### config.mk
export PLATFORM = sky130hd
export DESIGN_NAME = game_state_controller_flat
export DESIGN_NICKNAME = d
export VERILOG_FILES = /design/src/rtl/game_state_controller_pkg.sv /design/src/rtl/game_state_controller_if.sv /design/src/rtl/game_state_controller_btn_debounce.sv /design/src/rtl/game_state_controller.sv /design/src/flat_wrapper.sv
export SDC_FILE = /design/constraint.sdc
export NUM_CORES = 1
export LEC_CHECK = 0
export ABC_AREA = 1
export CAP_MARGIN = 20
export CORE_MARGIN = 2
export CORE_UTILIZATION = 50
export CTS_CLUSTER_DIAMETER = 40
export DETAILED_ROUTE_END_ITERATION = 6
export GPL_TIMING_DRIVEN = 1
export HOLD_SLACK_MARGIN = 0.1
export PLACE_DENSITY = 0.65
export SYNTH_ARGS = -nofsm -noshare
export SYNTH_HDL_FRONTEND = slang
export SYNTH_HIERARCHICAL = 1
export SYNTH_SLANG_ARGS = --single-unit
### constraint.sdc
create_clock -name clk -period 3.8 [get_ports clk]
set_input_delay 0.95 -clock clk [delete_from_list [all_inputs] [get_ports clk]]
set_output_delay 0.95 -clock clk [all_outputs]
set_load 0.005 [all_outputs]
### src/rtl/game_state_controller_pkg.sv
// Shared definitions for the game state controller and the score/obstacle
// blocks that decode its state output.
package game_state_controller_pkg;

  // Game state encoding as seen on the gameState output
  typedef enum logic [1:0] {
    ST_IDLE = 2'b00,
    ST_OVER = 2'b01,
    ST_RUN  = 2'b10
  } state_t;

  localparam int unsigned SPEED_W = 3;
  localparam logic [SPEED_W-1:0] SPEED_MAX = 3'd7;

  // Counter width able to hold 0..n-1, never less than one bit
  function automatic int unsigned cnt_width(input int unsigned n);
    return (n > 1) ? $clog2(n) : 1;
  endfunction

endpackage

### src/rtl/game_state_controller_if.sv
// Player/game-side signal bundle of the game state controller.
//   jumpBtn    raw push-button, asynchronous to clk, active-high
//   collision  clk-synchronous collision flag
//   gameState  registered game state (IDLE 00, RUN 10, OVER 01)
//   scoreClk   registered divided clock for the score counter
//   jumpReq    one-cycle jump pulse for the dino sprite
//   speedLevel registered obstacle-speed index 0..7
interface game_state_controller_if;
  import game_state_controller_pkg::*;

  logic               jumpBtn;
  logic               collision;
  logic [1:0]         gameState;
  logic               scoreClk;
  logic               jumpReq;
  logic [SPEED_W-1:0] speedLevel;

  modport master (
    output jumpBtn, collision,
    input  gameState, scoreClk, jumpReq, speedLevel
  );

  modport slave (
    input  jumpBtn, collision,
    output gameState, scoreClk, jumpReq, speedLevel
  );

endinterface

### src/rtl/game_state_controller_btn_debounce.sv
// Push-button conditioner: 2-flop synchroniser, stable-level debouncer and
// rising-edge pulse of the accepted level.
//   clk, rst_n  system clock, asynchronous active-low reset
//   btn         raw asynchronous button
//   press       one-cycle pulse on each accepted 0->1 change
module btn_debounce
  import game_state_controller_pkg::*;
#(
  parameter int unsigned DEBOUNCE_CYC = 1000000
) (
  input  logic clk,
  input  logic rst_n,
  input  logic btn,
  output logic press
);

  localparam int unsigned CNT_W = cnt_width(DEBOUNCE_CYC);

  logic             sync1;
  logic             sync2;
  logic             level;
  logic [CNT_W-1:0] cnt;

  // Accept a new level only after DEBOUNCE_CYC consecutive mismatching cycles
  always_ff @(posedge clk or negedge rst_n) begin
    if (!rst_n) begin
      sync1 <= 1'b0;
      sync2 <= 1'b0;
      level <= 1'b0;
      cnt   <= '0;
      press <= 1'b0;
    end else begin
      sync1 <= btn;
      sync2 <= sync1;
      press <= 1'b0;
      if (sync2 != level) begin
        if (cnt == CNT_W'(DEBOUNCE_CYC - 1)) begin
          level <= sync2;
          cnt   <= '0;
          press <= sync2;
        end else begin
          cnt <= cnt + CNT_W'(1);
        end
      end else begin
        cnt <= '0;
      end
    end
  end

endmodule

### src/rtl/game_state_controller.sv
// Game state controller: IDLE/RUN/OVER sequencing, score clock divider,
// jump request generation and obstacle speed levelling.
//   clk, rst_n  system clock, asynchronous active-low reset
//   gs          slave side of game_state_controller_if
module game_state_controller
  import game_state_controller_pkg::*;
#(
  parameter int unsigned TICK_DIV     = 10000000,
  parameter int unsigned DEBOUNCE_CYC = 1000000,
  parameter int unsigned LEVEL_TICKS  = 100
) (
  input logic                     clk,
  input logic                     rst_n,
  game_state_controller_if.slave  gs
);

  localparam int unsigned DIV_W = cnt_width(TICK_DIV);
  localparam int unsigned LVL_W = cnt_width(LEVEL_TICKS);

  logic btn_press;

  btn_debounce #(
    .DEBOUNCE_CYC (DEBOUNCE_CYC)
  ) u_btn_debounce (
    .clk   (clk),
    .rst_n (rst_n),
    .btn   (gs.jumpBtn),
    .press (btn_press)
  );

  // Free-running score divider; score_edge marks the first high cycle of scoreClk
  logic [DIV_W-1:0] div_cnt;
  logic             score_clk;
  logic             score_edge;

  always_ff @(posedge clk or negedge rst_n) begin
    if (!rst_n) begin
      div_cnt    <= '0;
      score_clk  <= 1'b0;
      score_edge <= 1'b0;
    end else begin
      div_cnt    <= (div_cnt == DIV_W'(TICK_DIV - 1)) ? '0 : div_cnt + DIV_W'(1);
      score_clk  <= (div_cnt < DIV_W'(TICK_DIV / 2));
      score_edge <= (div_cnt == '0);
    end
  end

  state_t             state, state_n;
  logic               armed, armed_n;
  logic [LVL_W-1:0]   lvl_cnt, lvl_cnt_n;
  logic [SPEED_W-1:0] speed, speed_n;
  logic               jump_req, jump_req_n;

  // State register
  always_ff @(posedge clk or negedge rst_n) begin
    if (!rst_n) begin
      state    <= ST_IDLE;
      armed    <= 1'b0;
      lvl_cnt  <= '0;
      speed    <= '0;
      jump_req <= 1'b0;
    end else begin
      state    <= state_n;
      armed    <= armed_n;
      lvl_cnt  <= lvl_cnt_n;
      speed    <= speed_n;
      jump_req <= jump_req_n;
    end
  end

  // Next-state and registered-output logic
  always_comb begin
    state_n    = state;
    armed_n    = armed;
    lvl_cnt_n  = lvl_cnt;
    speed_n    = speed;
    jump_req_n = 1'b0;
    case (state)
      ST_IDLE: begin
        // A score edge must pass before a start so the score counter has cleared
        if (score_edge) armed_n = 1'b1;
        if (btn_press && armed) begin
          state_n = ST_RUN;
          armed_n = 1'b0;
        end
      end
      ST_RUN: begin
        // Collision wins over a simultaneous press
        if (gs.collision) begin
          state_n = ST_OVER;
        end else begin
          jump_req_n = btn_press;
          if (score_edge) begin
            if (lvl_cnt == LVL_W'(LEVEL_TICKS - 1)) begin
              lvl_cnt_n = '0;
              if (speed != SPEED_MAX) speed_n = speed + SPEED_W'(1);
            end else begin
              lvl_cnt_n = lvl_cnt + LVL_W'(1);
            end
          end
        end
      end
      ST_OVER: begin
        if (btn_press) begin
          state_n   = ST_IDLE;
          lvl_cnt_n = '0;
          speed_n   = '0;
        end
      end
      default: state_n = ST_IDLE;
    endcase
  end

  assign gs.gameState  = state;
  assign gs.scoreClk   = score_clk;
  assign gs.jumpReq    = jump_req;
  assign gs.speedLevel = speed;

endmodule

### src/flat_wrapper.sv
// flat-port wrapper written by rule: the top's interface ports become plain ports
module game_state_controller_flat import game_state_controller_pkg::*;
#(
  parameter int unsigned TICK_DIV     = 10000000,
  parameter int unsigned DEBOUNCE_CYC = 1000000,
  parameter int unsigned LEVEL_TICKS  = 100
)
  (clk, rst_n, gs_jumpBtn, gs_collision, gs_gameState, gs_scoreClk, gs_jumpReq, gs_speedLevel);
  game_state_controller_if gs_i ();
  input logic clk;
  input logic rst_n;
  input wire logic [$bits(gs_i.jumpBtn)-1:0] gs_jumpBtn;
  input wire logic [$bits(gs_i.collision)-1:0] gs_collision;
  output wire logic [$bits(gs_i.gameState)-1:0] gs_gameState;
  output wire logic [$bits(gs_i.scoreClk)-1:0] gs_scoreClk;
  output wire logic [$bits(gs_i.jumpReq)-1:0] gs_jumpReq;
  output wire logic [$bits(gs_i.speedLevel)-1:0] gs_speedLevel;
  assign gs_i.jumpBtn = gs_jumpBtn;
  assign gs_i.collision = gs_collision;
  assign gs_gameState = gs_i.gameState;
  assign gs_scoreClk = gs_i.scoreClk;
  assign gs_jumpReq = gs_i.jumpReq;
  assign gs_speedLevel = gs_i.speedLevel;
  game_state_controller #(.TICK_DIV(TICK_DIV), .DEBOUNCE_CYC(DEBOUNCE_CYC), .LEVEL_TICKS(LEVEL_TICKS)) u_core (.clk(clk), .rst_n(rst_n), .gs(gs_i));
endmodule
; ---- Word level (Yosys, flattened, before mapping)
; Index checks and enable logic that the tools add are counted.
[op_classes]
add_sub_neg = 4
magnitude_cmp = 1
n_eq_ne = 14
mux = 24
reduce_logical = 10
[op_table]
columns = op, n
row1 = $mux W20, 2
row2 = $mux W7, 4
row3 = $add A24 B1 Y24 const B, 1
row4 = $eq A24 B24 Y1 const B, 1
row5 = $logic_not A24 Y1, 1
row6 = $lt A24 B23 Y1 const B, 1
row7 = $mux W24, 1
row8 = $add A20 B1 Y20 const B, 1
row9 = $eq A20 B20 Y1 const B, 1
row10 = $mux W3, 5
row11 = $pmux W7 S2, 1
row12 = $ne A2 B1 Y1 const B, 4
row13 = $add A7 B1 Y7 const B, 1
row14 = $eq A7 B7 Y1 const B, 1
row15 = $mux W1, 6
row16 = $mux W2, 3
row17 = $ne A2 B2 Y1 const B, 3
row18 = $pmux W2 S3, 1
row19 = $pmux W3 S2, 1
row20 = $reduce_and A6 Y1, 1
row21 = $reduce_and A2 Y1, 2
row22 = $reduce_and A4 Y1, 1
row23 = $reduce_bool A2 Y1, 2
row24 = $add A3 B1 Y3 const B, 1
row25 = 7 further kinds, 7
[word_totals]
ff_bits = 64
word_cells = 66

; ---- Longest topological paths before layout
[logic_depth]
word_depth = 6
mapped_depth = 9

; ---- Hierarchy
; The synthesis kept the hierarchy.
[modules_own_cells]
columns = module, n_inst, cells_each, area_per_inst_um2, seq_area_each_um2
row1 = game_state_controller, 1, 351, 2439.8, 1001.0
row2 = btn_debounce, 1, 163, 1317.5, 600.6

; ---- Worst setup path before layout
; Ideal clock, no wire load.
[synth_timing]
path_kind = input to register
start = in gs_collision
end = reg u_core.lvl_cnt[0]
setup_time_ns = 0.119
arrival_ns = 1.500
slack_ns = 2.181
cell_stages = 5
path_cell_list = nand3_1 > nand2_2 > nor2_4 > o21ai_0 > o21a_1
[synth_between]
elab_chain_cells = 2
[synth_rtl]
columns = element, line
row1 = from (decl), flat_wrapper.sv:13  ; input wire logic [$bits(gs_i.collision)-1:0] gs_collision;
row2 = $ne A2 B2 Y1 (no source line), n/a
row3 = $reduce_and A4 Y1 (no source line), n/a
row4 = to (signal assigned), game_state_controller.sv:65  ; lvl_cnt <= lvl_cnt_n;
row5 = to (decl), game_state_controller.sv:50  ; logic [LVL_W-1:0] lvl_cnt, lvl_cnt_n;
; No other way between the ends.
; A chain may end at the register's enable or synchronous reset.

; ---- Worst setup path after layout
[layout_timing]
start = reg u_core.state[1], in the netlist u_core/gs.gameState[1]
end = out gs_gameState[1]
[layout_lines]
columns = element, line
row1 = from (decl), game_state_controller.sv:48  ; state_t state, state_n;
row2 = from (signal assigned), game_state_controller.sv:63  ; state <= state_n;
row3 = to (decl), flat_wrapper.sv:14  ; output wire logic [$bits(gs_i.gameState)-1:0] gs_gameState;
; No word-level cell between the ends.

==> summary.txt <==
Placement
  • Dpl ws: 1.61 ns
  • Placer Congestion: between 0.8 and 0.9
  • Detailed Place HPWL: 5790 um
  • Port Buffer Count: 10

STA
  • Tightest Pin Transition: 0.782 ns
  • Fin Setup TNS: 0 ns
  • Final worst-path cycle share: 0.589
  • Worst hold slack: around 0.36 ns
  • Fin. max-slew vios: 0
  • Clock Skew: between 0.006 and 0.007 ns
  • Minimum clock period: around 2.2 ns
  • Hold Vio Cnt, Final: 0
  • RSZ-0062 raised after global routing: no
  • PnR worst setup slack: 1.56 ns
  • Peak Freq: about 0.45 GHz
  • Setup violators final: 0
  • Relative slew slack: 0.478

Setup path
  • Largest stage delay on the critical path: ~0.54 ns
  • R2r startpoint: u_core/div_cnt[0]
  • CP Launch Type: flip-flop
  • Critical path class: flip-flop to primary output
  • Register-to-Register Path Depth: 7
  • Crit path cell chain: clkdlybuf4s50_1
  • Crit-path max FO: 5
  • CP delay by family, top: buffers and inverters
  • Worst setup EP type: primary output
  • Internal reg-to-reg setup slack: 2.19 ns
  • Worst R2R End: u_core/div_cnt[15]
  • CP bufs+invs: 1
  • Crit path DAT: around 1.3 ns
  • Req. time, crit path: ~2.9 ns
  • Critical-path top delay cell: clkdlybuf4s50_1

Power
  • Lkg Pwr: ~2.0 nW
  • VDD IR max: between 0.2 and 0.25 mV
  • Pwr per Cell Area: about 290 nW/um2

Floorplanning
  • Initial Util: 0.518
  • Core Rows: 31
  • Core Area: a little over 7000 um2
  • Die height: ~90 um
  • I/O pin cnt: 11
  • Die area: ~8200 um2
  • Die width: between 90 and 100 um

Yosys
  • XOR/XNOR Fraction of Synth Area: 0.0533
  • Syn Inst Count: slightly above 500
  • Post-synth top flop: dfrtp_1
  • Post-synthesis sequential area ratio: 0.426
  • Simple-gate area share of the yosys netlist: 0.389
  • Avg Cell Area, Syn: roughly 7.3 um2
  • Largest family of logic cells by synthesized area: simple AND/OR/NAND/NOR gates
  • #FFs+latches synth: between 60 and 70
  • Synth unique cells: 28
  • Yosys warnings: 6
  • Cell taking the most area after synthesis: dfrtp_1
  • Top cells by area, synth: dfrtp_1 43%, nand2_1 12%, nor2_1 11%
  • Cell area after synthesis: 3760 um2
  • Yosys top cell area share: 0.426
  • Compound-Gate Fraction of Synth Area: 0.0363
  • Post-synthesis adder-cell area fraction: 0.0200
  • Synth async-reset ratio: 1.00
  • Number of synthesized flops with an enable pin: 0
  • Syn nets: around 520
  • Mux cell area share after synthesis: 0

Final layout
  • Layout cells sized above 1: 0.0965
  • Fill count: 705
  • Final Net Count: between 500 and 600
  • Area Growth Syn to Fin: 9.76%
  • Layout Utilization: 0.569
  • Diodes inserted: 0

Global route
  • Initial antenna violation count: 0
  • Largest net degree at the start of global routing: 65
  • Total GRT Usage: 0.210
  • Number of global-route vias before repair: roughly 3.1k
  • Congestion Overflow GR: 0
  • First-pass GRT wire length: approximately 14000 um

Route
  • WL per Instance: 12.2 um
  • Post-route ant nets: 0
  • DRT Pass-1 Iters: 5
  • Routed WL: 7780 um
  • Initial DRC Count: 186
  • Vias per inst: between 5 and 6
  • Vias: roughly 3.2k
  • DRC viols: 0

Clock tree
  • Clock Path Buffers: 2
  • Clock Latency Late Sink: 0.33 ns
  • Hold buffer count at CTS: 0
  • Clock Pin Slew Worst Setup and Hold Paths: 0.06 ns
  • H-tree Lvls: 3
  • Root buffer cell: clkbuf_8
  • Post-CTS setup buffer count: 0
  • CTS Sinks: between 60 and 70
  • CTS Buf Count: 9
  • CTS tree: built
  • Post-CTS resize count: 0

Worst hold path
  • Hold EP: u_core/u_btn_debounce/sync2
  • Hold WC Path Type: flip-flop to flip-flop
  • Hold Path Stages: 0
  • Min-delay src: u_core/u_btn_debounce/sync1

Status
  • Run status: complete, no violations

Run
  • # Max-Cap Violations: 0
[per-stage QoR]
stage / instances / total power, mW / area [um2]
finish: 638 / 1.20 / 4120
floorplan: 514 / 0.709 / 3760
global placement: 623 / 0.729 / 3970
global route: 638 / 1.26 / 4120
detailed placement: 623 / 0.729 / 3970
CTS: 638 / 1.22 / 4120
[state kept, by name, summed over array words and instances (netlist names)]
signal and flops:
u_core/u_btn_debounce/press 1, u_core/gs.jumpReq 1, u_core/armed 1, u_core/u_btn_debounce/cnt 20
u_core/div_cnt 24, u_core/lvl_cnt 7, u_core/u_btn_debounce/sync2 1, u_core/u_btn_debounce/sync1 1
u_core/score_edge 1, u_core/u_btn_debounce/level 1, u_core/gs.speedLevel 3, u_core/gs.scoreClk 1
u_core/gs.gameState 2
[cell families after synthesis]
logic type,count (synthesis)
simple gates,323
buf+inv,73
flops,64
compound gates,26
xor+xnor,22
fa+ha+maj,6
[power breakdown]
part / switching, mW / internal [mW]
clock: 0.251 / 0.230
sequential: 0.00237 / 0.685
combinational: 0.0213 / 0.00640
total: 0.275 / 0.921
[per-layer routing]
layer,part of all wire,GRT usage,vias up
met4,0.016,0.0731,0
met5,0,0,-
li1,-,-,1644
met1,0.48,0.274,1478
met3,0.064,0.0618,11
met2,0.44,0.333,100
[synthesized netlist by cell type, types with 2 or more instances]
cell	n
inv_2	3
nand3_1	34
nor2_1	108
nor3_1	9
inv_1	69
nor3b_2	2
dfrtp_1	64
ha_1	6
or2_2	2
o21ai_1	4
nand2_1	117
xor2_1	18
xnor2_1	3
o21ai_0	13
nor2_2	12
a21oi_1	6
nor2_4	5
nand2_2	9
nand4_1	15
nand3_2	3
nand3b_1	5
[worst max-delay path by stage]
stage	endpoint	start	cells past startpoint	slack, ns
6_report	gs_gameState[1]	u_core/gs.gameState[1]	1	1.56
5_1_grt	gs_gameState[1]	u_core/gs.gameState[1]	1	1.50
4_1_cts	gs_gameState[1]	u_core/gs.gameState[1]	1	1.54
3_5_place_dp	u_core/lvl_cnt[6]	gs_collision	6	1.61
3_3_place_gp	u_core/gs.speedLevel[0]	gs_collision	7	1.66
2_1_floorplan	u_core/lvl_cnt[0]	gs_collision	5	2.18
[layout by cell type (no fill, tap or decap), drive strengths merged]
cell type / n
nand3b: 5
ha: 6
nor2: 125
xnor2: 3
o21ai: 17
clkbuf: 11
a31oi: 1
nand2: 126
clkdlybuf4s50: 9
nor3b: 3
nor3: 9
nand3: 37
clkinv: 3
o21bai: 1
nand4: 15
xor2: 19
clkinvlp: 1
a21oi: 6
inv: 72
nor4: 1
or2: 2
o21a: 1
dfrtp: 64
buf: 2
[final cells by class]
| cell class | count | area, um2 | area share |
|---|---|---|---|
| Clock buffer | 11 | 131 | 0.0319 |
| Clock inverter | 4 | 22.5 | 0.00546 |
| Inverter | 72 | 270 | 0.0655 |
| Multi-Input combinational cell | 377 | 1870 | 0.454 |
| Sequential cell | 64 | 1600 | 0.388 |
| Tap cell | 99 | 124 | 0.0300 |
| Timing Repair Buffer | 11 | 103 | 0.0249 |
(Power assumes the default switching activity.)
==> edit 1, RTL diff (same flow settings) <==
Make the reset (`rst_n`) synchronous in 3 clocked blocks. Comments in the files are not updated.
--- a/src/rtl/game_state_controller_btn_debounce.sv
+++ b/src/rtl/game_state_controller_btn_debounce.sv
@@ -24,3 +24,3 @@
   // Accept a new level only after DEBOUNCE_CYC consecutive mismatching cycles
-  always_ff @(posedge clk or negedge rst_n) begin
+  always_ff @(posedge clk) begin
     if (!rst_n) begin
--- a/src/rtl/game_state_controller.sv
+++ b/src/rtl/game_state_controller.sv
@@ -35,3 +35,3 @@
 
-  always_ff @(posedge clk or negedge rst_n) begin
+  always_ff @(posedge clk) begin
     if (!rst_n) begin
@@ -54,3 +54,3 @@
   // State register
-  always_ff @(posedge clk or negedge rst_n) begin
+  always_ff @(posedge clk) begin
     if (!rst_n) begin
Formal check against the unedited RTL: differs if rst_n is asserted again (counterexample within 4 cycles, from zero or initial values and one cycle with rst_n low); with rst_n held inactive, the same outputs for 10 cycles.
==> edit 1 against the original RTL <==
- utilization down 0.47 points
- clock skew down 0.00055 ns
- wire length down 2.1%
- sequential cell count unchanged
- largest cell class unchanged
- power up 8.1%
- hold slack better by 0.062 ns
- via count up 1.9%
- critical path depth unchanged
- cell area down 7.6%
- synthesized area down 7.8%
- fmax down 1.8%
- worst setup slack worse by 0.040 ns
==> edit 1: results (changes against the original RTL) <==
Status
The run finished with clean final reports.

Global route
The wire length of the first global-routing pass came to 13.2 mm (-6.0%). The fraction of met2 tracks used by global routing is 36.4% (+3.2 points). The largest net degree at the start of global routing is 25 (-62%).

The met1 usage in global routing is 27.1% (-0.28 points). The via count of the first global-routing pass is 3088 (-1.2%). The met3 usage is 4.93% (-1.2 points). The overall global routing resource usage is 21.7% (+0.74 points).

Placement
The number of placed cells counting well taps is 612 (-1.8%). The last weighted congestion value of the routability-driven placer is 0.871 (-2.7%). The setup slack at placement is 1.43 ns (-0.178 ns). The placed cell area came to 3620 sq um (-8.8%). The post-DP HPWL was 5.69 mm (-1.8%).

Yosys
The net count after synthesis is 537 (+2.5%). The synthesized-area fraction occupied by ao, oa, aoi and oai cells was 7.22% (+3.6 points). The xor/xnor share of the synthesized area is 4.04% (-1.3 points). The share of flip-flops with an asynchronous set or reset after synthesis was 0% (-100 points).

The commonest cells after synthesis are 137 x nand2_1, 115 x nor2_1, 64 x dfxtp_1. The sequential cell area fraction in the yosys report was 37.0% (-5.7 points). The number of library cell types mapped by synthesis was 30 (+7.1%). The synthesized area per cell came to 6.58 sq um (-10%). The synthesized-area fraction occupied by adder cells is 2.17% (+0.17 points). The share of cell area taken by muxes after synthesis was 0% (unchanged). After synthesis, the cell types taking the most area are dfxtp_1 37%, nand2_1 15%, nor2_1 12%.

STA
The clock skew after layout is 0.00616 ns (-0.000552 ns). The relative max-transition margin is 69.1% (+21 points).

Critical path
The arrival time reported for the critical path endpoint is 1.33 ns (+0.04 ns). The worst-path maximum fanout is 6 (+1).

Route
The number of DRC markers in iteration 0 is 124 (-33%). The total wirelength of the detailed-routed design was 7.61 mm (-2.1%). The per-cell via count in the routed design is 5.25 (+3.6%).

Pwr
The largest voltage drop on the vdd net came to 0.217 mV (-5.8%).

Layout
The total of fill cells in the finished design is 694 (-1.6%). The number of nets in the layout came to 553 (+1.5%). The share of final-layout standard cells stronger than drive strength 1 is 7.31% (-2.3 points). The number of non-filler instances in the completed layout was 627 (-1.7%).

Clock network
The total clock buffers created by CTS came to 9 (unchanged).
## edit 1: cells by family after synthesis
family	Yosys count
and+or+nand+nor	337
AOI/OAI and AO/OA	49
adders and majority gates	6
buffers and inverters	55
DFF	64
xor gates and xnor gates	16
## edit 1: layout make-up
type | count | share of cell area [%]
clock buffers | 12 | 3.81
multi-input cells | 408 | 51.2
clock inverters | 3 | 1.12
inverters | 49 | 4.83
well taps | 80 | 2.63
flip-flops and latches | 64 | 33.6
repair buffers | 11 | 2.82
## edit 1: power breakdown
group / internal [mW] / switching (mW) / total (mW)
sequential: 0.677 / 0.00560 / 0.683
combinational: 0.0123 / 0.0187 / 0.0309
clock: 0.317 / 0.262 / 0.579
total: 1.01 / 0.286 / 1.29
## edit 1: path summary, 6_finish.rpt
path / to / cells after the start / startpoint / slack, ns
max: gs_gameState[1] / 1 / u_core/gs.gameState[1] / 1.52
min: u_core/u_btn_debounce/sync2 / 2 / u_core/u_btn_debounce/sync1 / 0.43
max reg2reg: u_core/div_cnt[18] / 6 / u_core/div_cnt[0] / 2.08
min reg2reg: u_core/u_btn_debounce/sync2 / 2 / u_core/u_btn_debounce/sync1 / 0.43
## edit 1: per-layer routing
layer  vias up  part of all wire (%)
met4         0                   1.6
li1       1713                     -
met5         -                     0
met1      1513                    48
met3        10                   3.5
met2        57                    47
## edit 1: metrics by stage
stage	utilization, %	total power [mW]
after global placement	53.6	0.728
after detailed placement	53.6	0.730
final	56.4	1.29
after global routing	56.4	1.34
after CTS	56.4	1.31
after floorplan	-	0.719
## edit 1: worst register-to-register path, stage by stage (launching register included)
cell,delay [ns]
dfxtp_1,0.38
ha_1,0.22
nand3_2,0.21
nor3_2,0.19
nand3_1,0.12
nand2_2,0.37
nor2_1,0.11
==> edit 2, RTL diff (same settings) <==
Made on the original files. `DEBOUNCE_CYC` is set to 1000000 in 3 places; all go to 2000000.
--- a/src/rtl/game_state_controller_btn_debounce.sv
+++ b/src/rtl/game_state_controller_btn_debounce.sv
@@ -8,3 +8,3 @@
 #(
-  parameter int unsigned DEBOUNCE_CYC = 1000000
+  parameter int unsigned DEBOUNCE_CYC = 2000000
 ) (
--- a/src/rtl/game_state_controller.sv
+++ b/src/rtl/game_state_controller.sv
@@ -8,3 +8,3 @@
   parameter int unsigned TICK_DIV     = 10000000,
-  parameter int unsigned DEBOUNCE_CYC = 1000000,
+  parameter int unsigned DEBOUNCE_CYC = 2000000,
   parameter int unsigned LEVEL_TICKS  = 100
--- a/src/flat_wrapper.sv
+++ b/src/flat_wrapper.sv
@@ -4,3 +4,3 @@
   parameter int unsigned TICK_DIV     = 10000000,
-  parameter int unsigned DEBOUNCE_CYC = 1000000,
+  parameter int unsigned DEBOUNCE_CYC = 2000000,
   parameter int unsigned LEVEL_TICKS  = 100
Check against the original RTL: same outputs for any inputs over 10 cycles, from zero or initial values and one cycle with rst_n low; that may be too few to reach the edited logic, so the function may still have changed.
==> edit 2 against the original RTL <==
- first-iteration DRC count fell by 4.3%
- worst setup slack improved by 0.016 ns
- clock power increased by 37%
- cell area grew 2.2%
- clock skew about the same
- wire length rose by 0.84%
- sequential cell count is 1 higher
- via count fell by 0.12%
- synthesized area rose by 0.47%
- global-route usage fell by 0.35 points
- synthesized cell count up 1.6%
- power up 16%
- critical path type unchanged
- critical endpoint unchanged
- highest routed layer unchanged
==> edit 2: results (changes against the original RTL) <==
Yosys
The net count after synthesis came to 532 (+1.5%). The number of instances in the synthesized netlist is 522 (+1.6%). The sequential cell area fraction in the yosys report is 43.1% (+0.47 points). By area the synthesized netlist is led by dfrtp_1 43%, nand2_1 12%, nor2_1 11%.

The netlist area before placement is 3770 sq um (+0.47%). The synthesized-area fraction occupied by adder cells was 1.99% (-0.0093 points). The synthesized-area fraction occupied by ao, oa, aoi and oai cells is 4.44% (+0.81 points).

The xor/xnor share of the synthesized area was 5.07% (-0.26 points). Ranked by instance count, the synthesized netlist is headed by 119 x nand2_1, 113 x nor2_1, 75 x inv_1. The number of library cell types mapped by synthesis is 29 (+3.6%).

Critical path
The terminus of the critical flop-to-flop path is u_core/div_cnt[16]. The arrival time reported for the critical path endpoint is 1.27 ns (-0.02 ns). The critical path ends at gs_gameState[1].

Route
The wire length on met3 is 358 um (-29%). The amount of wire on met2 after detailed routing is 3.56 mm (+3.5%). The number of DRC markers in iteration 0 is 178 (-4.3%). The per-cell via count in the routed design was 4.99 (-1.5%). The total wirelength of the detailed-routed design was 7.84 mm (+0.84%). The wire length the detailed router placed on met1 is 3.86 mm (+3.9%).

The first-pass detailed-route iteration total was 6 (+1). The total via count after detailed routing is 3229 (-0.12%).

Layout
The total of fill cells in the finished design is 731 (+3.7%). The largest registers in the layout are u_core/div_cnt (24), u_core/u_btn_debounce/cnt (21), u_core/lvl_cnt (7). The number of nets in the layout is 553 (+1.5%). The share of final-layout standard cells stronger than drive strength 1 is 8.39% (-1.3 points).

Hold path
The end of the worst hold path is u_core/u_btn_debounce/sync2. The worst hold path belongs to the class reg2reg.

Global route
The overall global routing resource usage is 20.6% (-0.35 points). The largest net degree at the start of global routing is 66 (+1.5%). The number of antenna violations at the first check in global routing is 0 (unchanged). The via count of the first global-routing pass is 2960 (-5.3%). The wire length of the first global-routing pass is 13.7 mm (-2.2%).

Placement
The setup slack at placement came to 1.60 ns (-0.00878 ns). The last weighted congestion value of the routability-driven placer is 0.879 (-1.7%). The placed cell area is 3990 sq um (+0.44%). The post-DP HPWL came to 5.77 mm (-0.37%). The number of placed cells counting well taps is 631 (+1.3%).

STA
The clock skew after layout came to 0.00659 ns (-0.000130 ns). The post-route worst hold slack came to 0.361 ns (-0.00372 ns). The achievable frequency is 0.450 GHz (+0.70%). The relative max-transition margin is 46.1% (-1.7 points).

Pwr
The leakage power figure was 2.04 nW (+3.1%). The combinational-cell power consumption is 28.3 uW (+2%). The power density relative to cell area is 328 nW/um^2 (+13%). The switching fraction of total power came to 21.1% (-1.9 points).

The power in sequential cells is 698 uW (+2%). The largest voltage drop on the vdd net is 0.212 mV (-8.0%).

Clock network
The level count of the clock H-tree came to 3 (unchanged).

Status
The run finished with clean final reports.
[edit 2: changes by cell type in the layout (fill, tap and decap cells not counted), sizes merged, moves of 2 or more]
cell	change
nor3	-2
nor3b	-2
inv	+7
a21oi	+3
nor2	+2
bufinv	+2
nand3	+2
[edit 2: kinds of logic after synthesis]
group / count (synthesis)
simple gates: 320
buf+inv: 79
flops: 65
compound gates: 31
xor+xnor: 21
fa+ha+maj: 6
[edit 2: layout make-up]
cell class / count / area, sq um / area share (%)
well taps: 99 / 124 / 2.94
repair buffers: 11 / 103 / 2.43
multi-input cells: 378 / 1840 / 43.6
flip-flops and latches: 65 / 1630 / 38.6
inverters: 78 / 295 / 7.01
clock inverters: 6 / 90.1 / 2.14
clock buffers: 10 / 138 / 3.27
[edit 2: metal layers]
layer / global-route usage (%) / vias up
li1: - / 1663
met1: 28.1 / 1487
met2: 33.3 / 74
met3: 4.67 / 5
met4: 5.68 / 0
met5: 0 / -
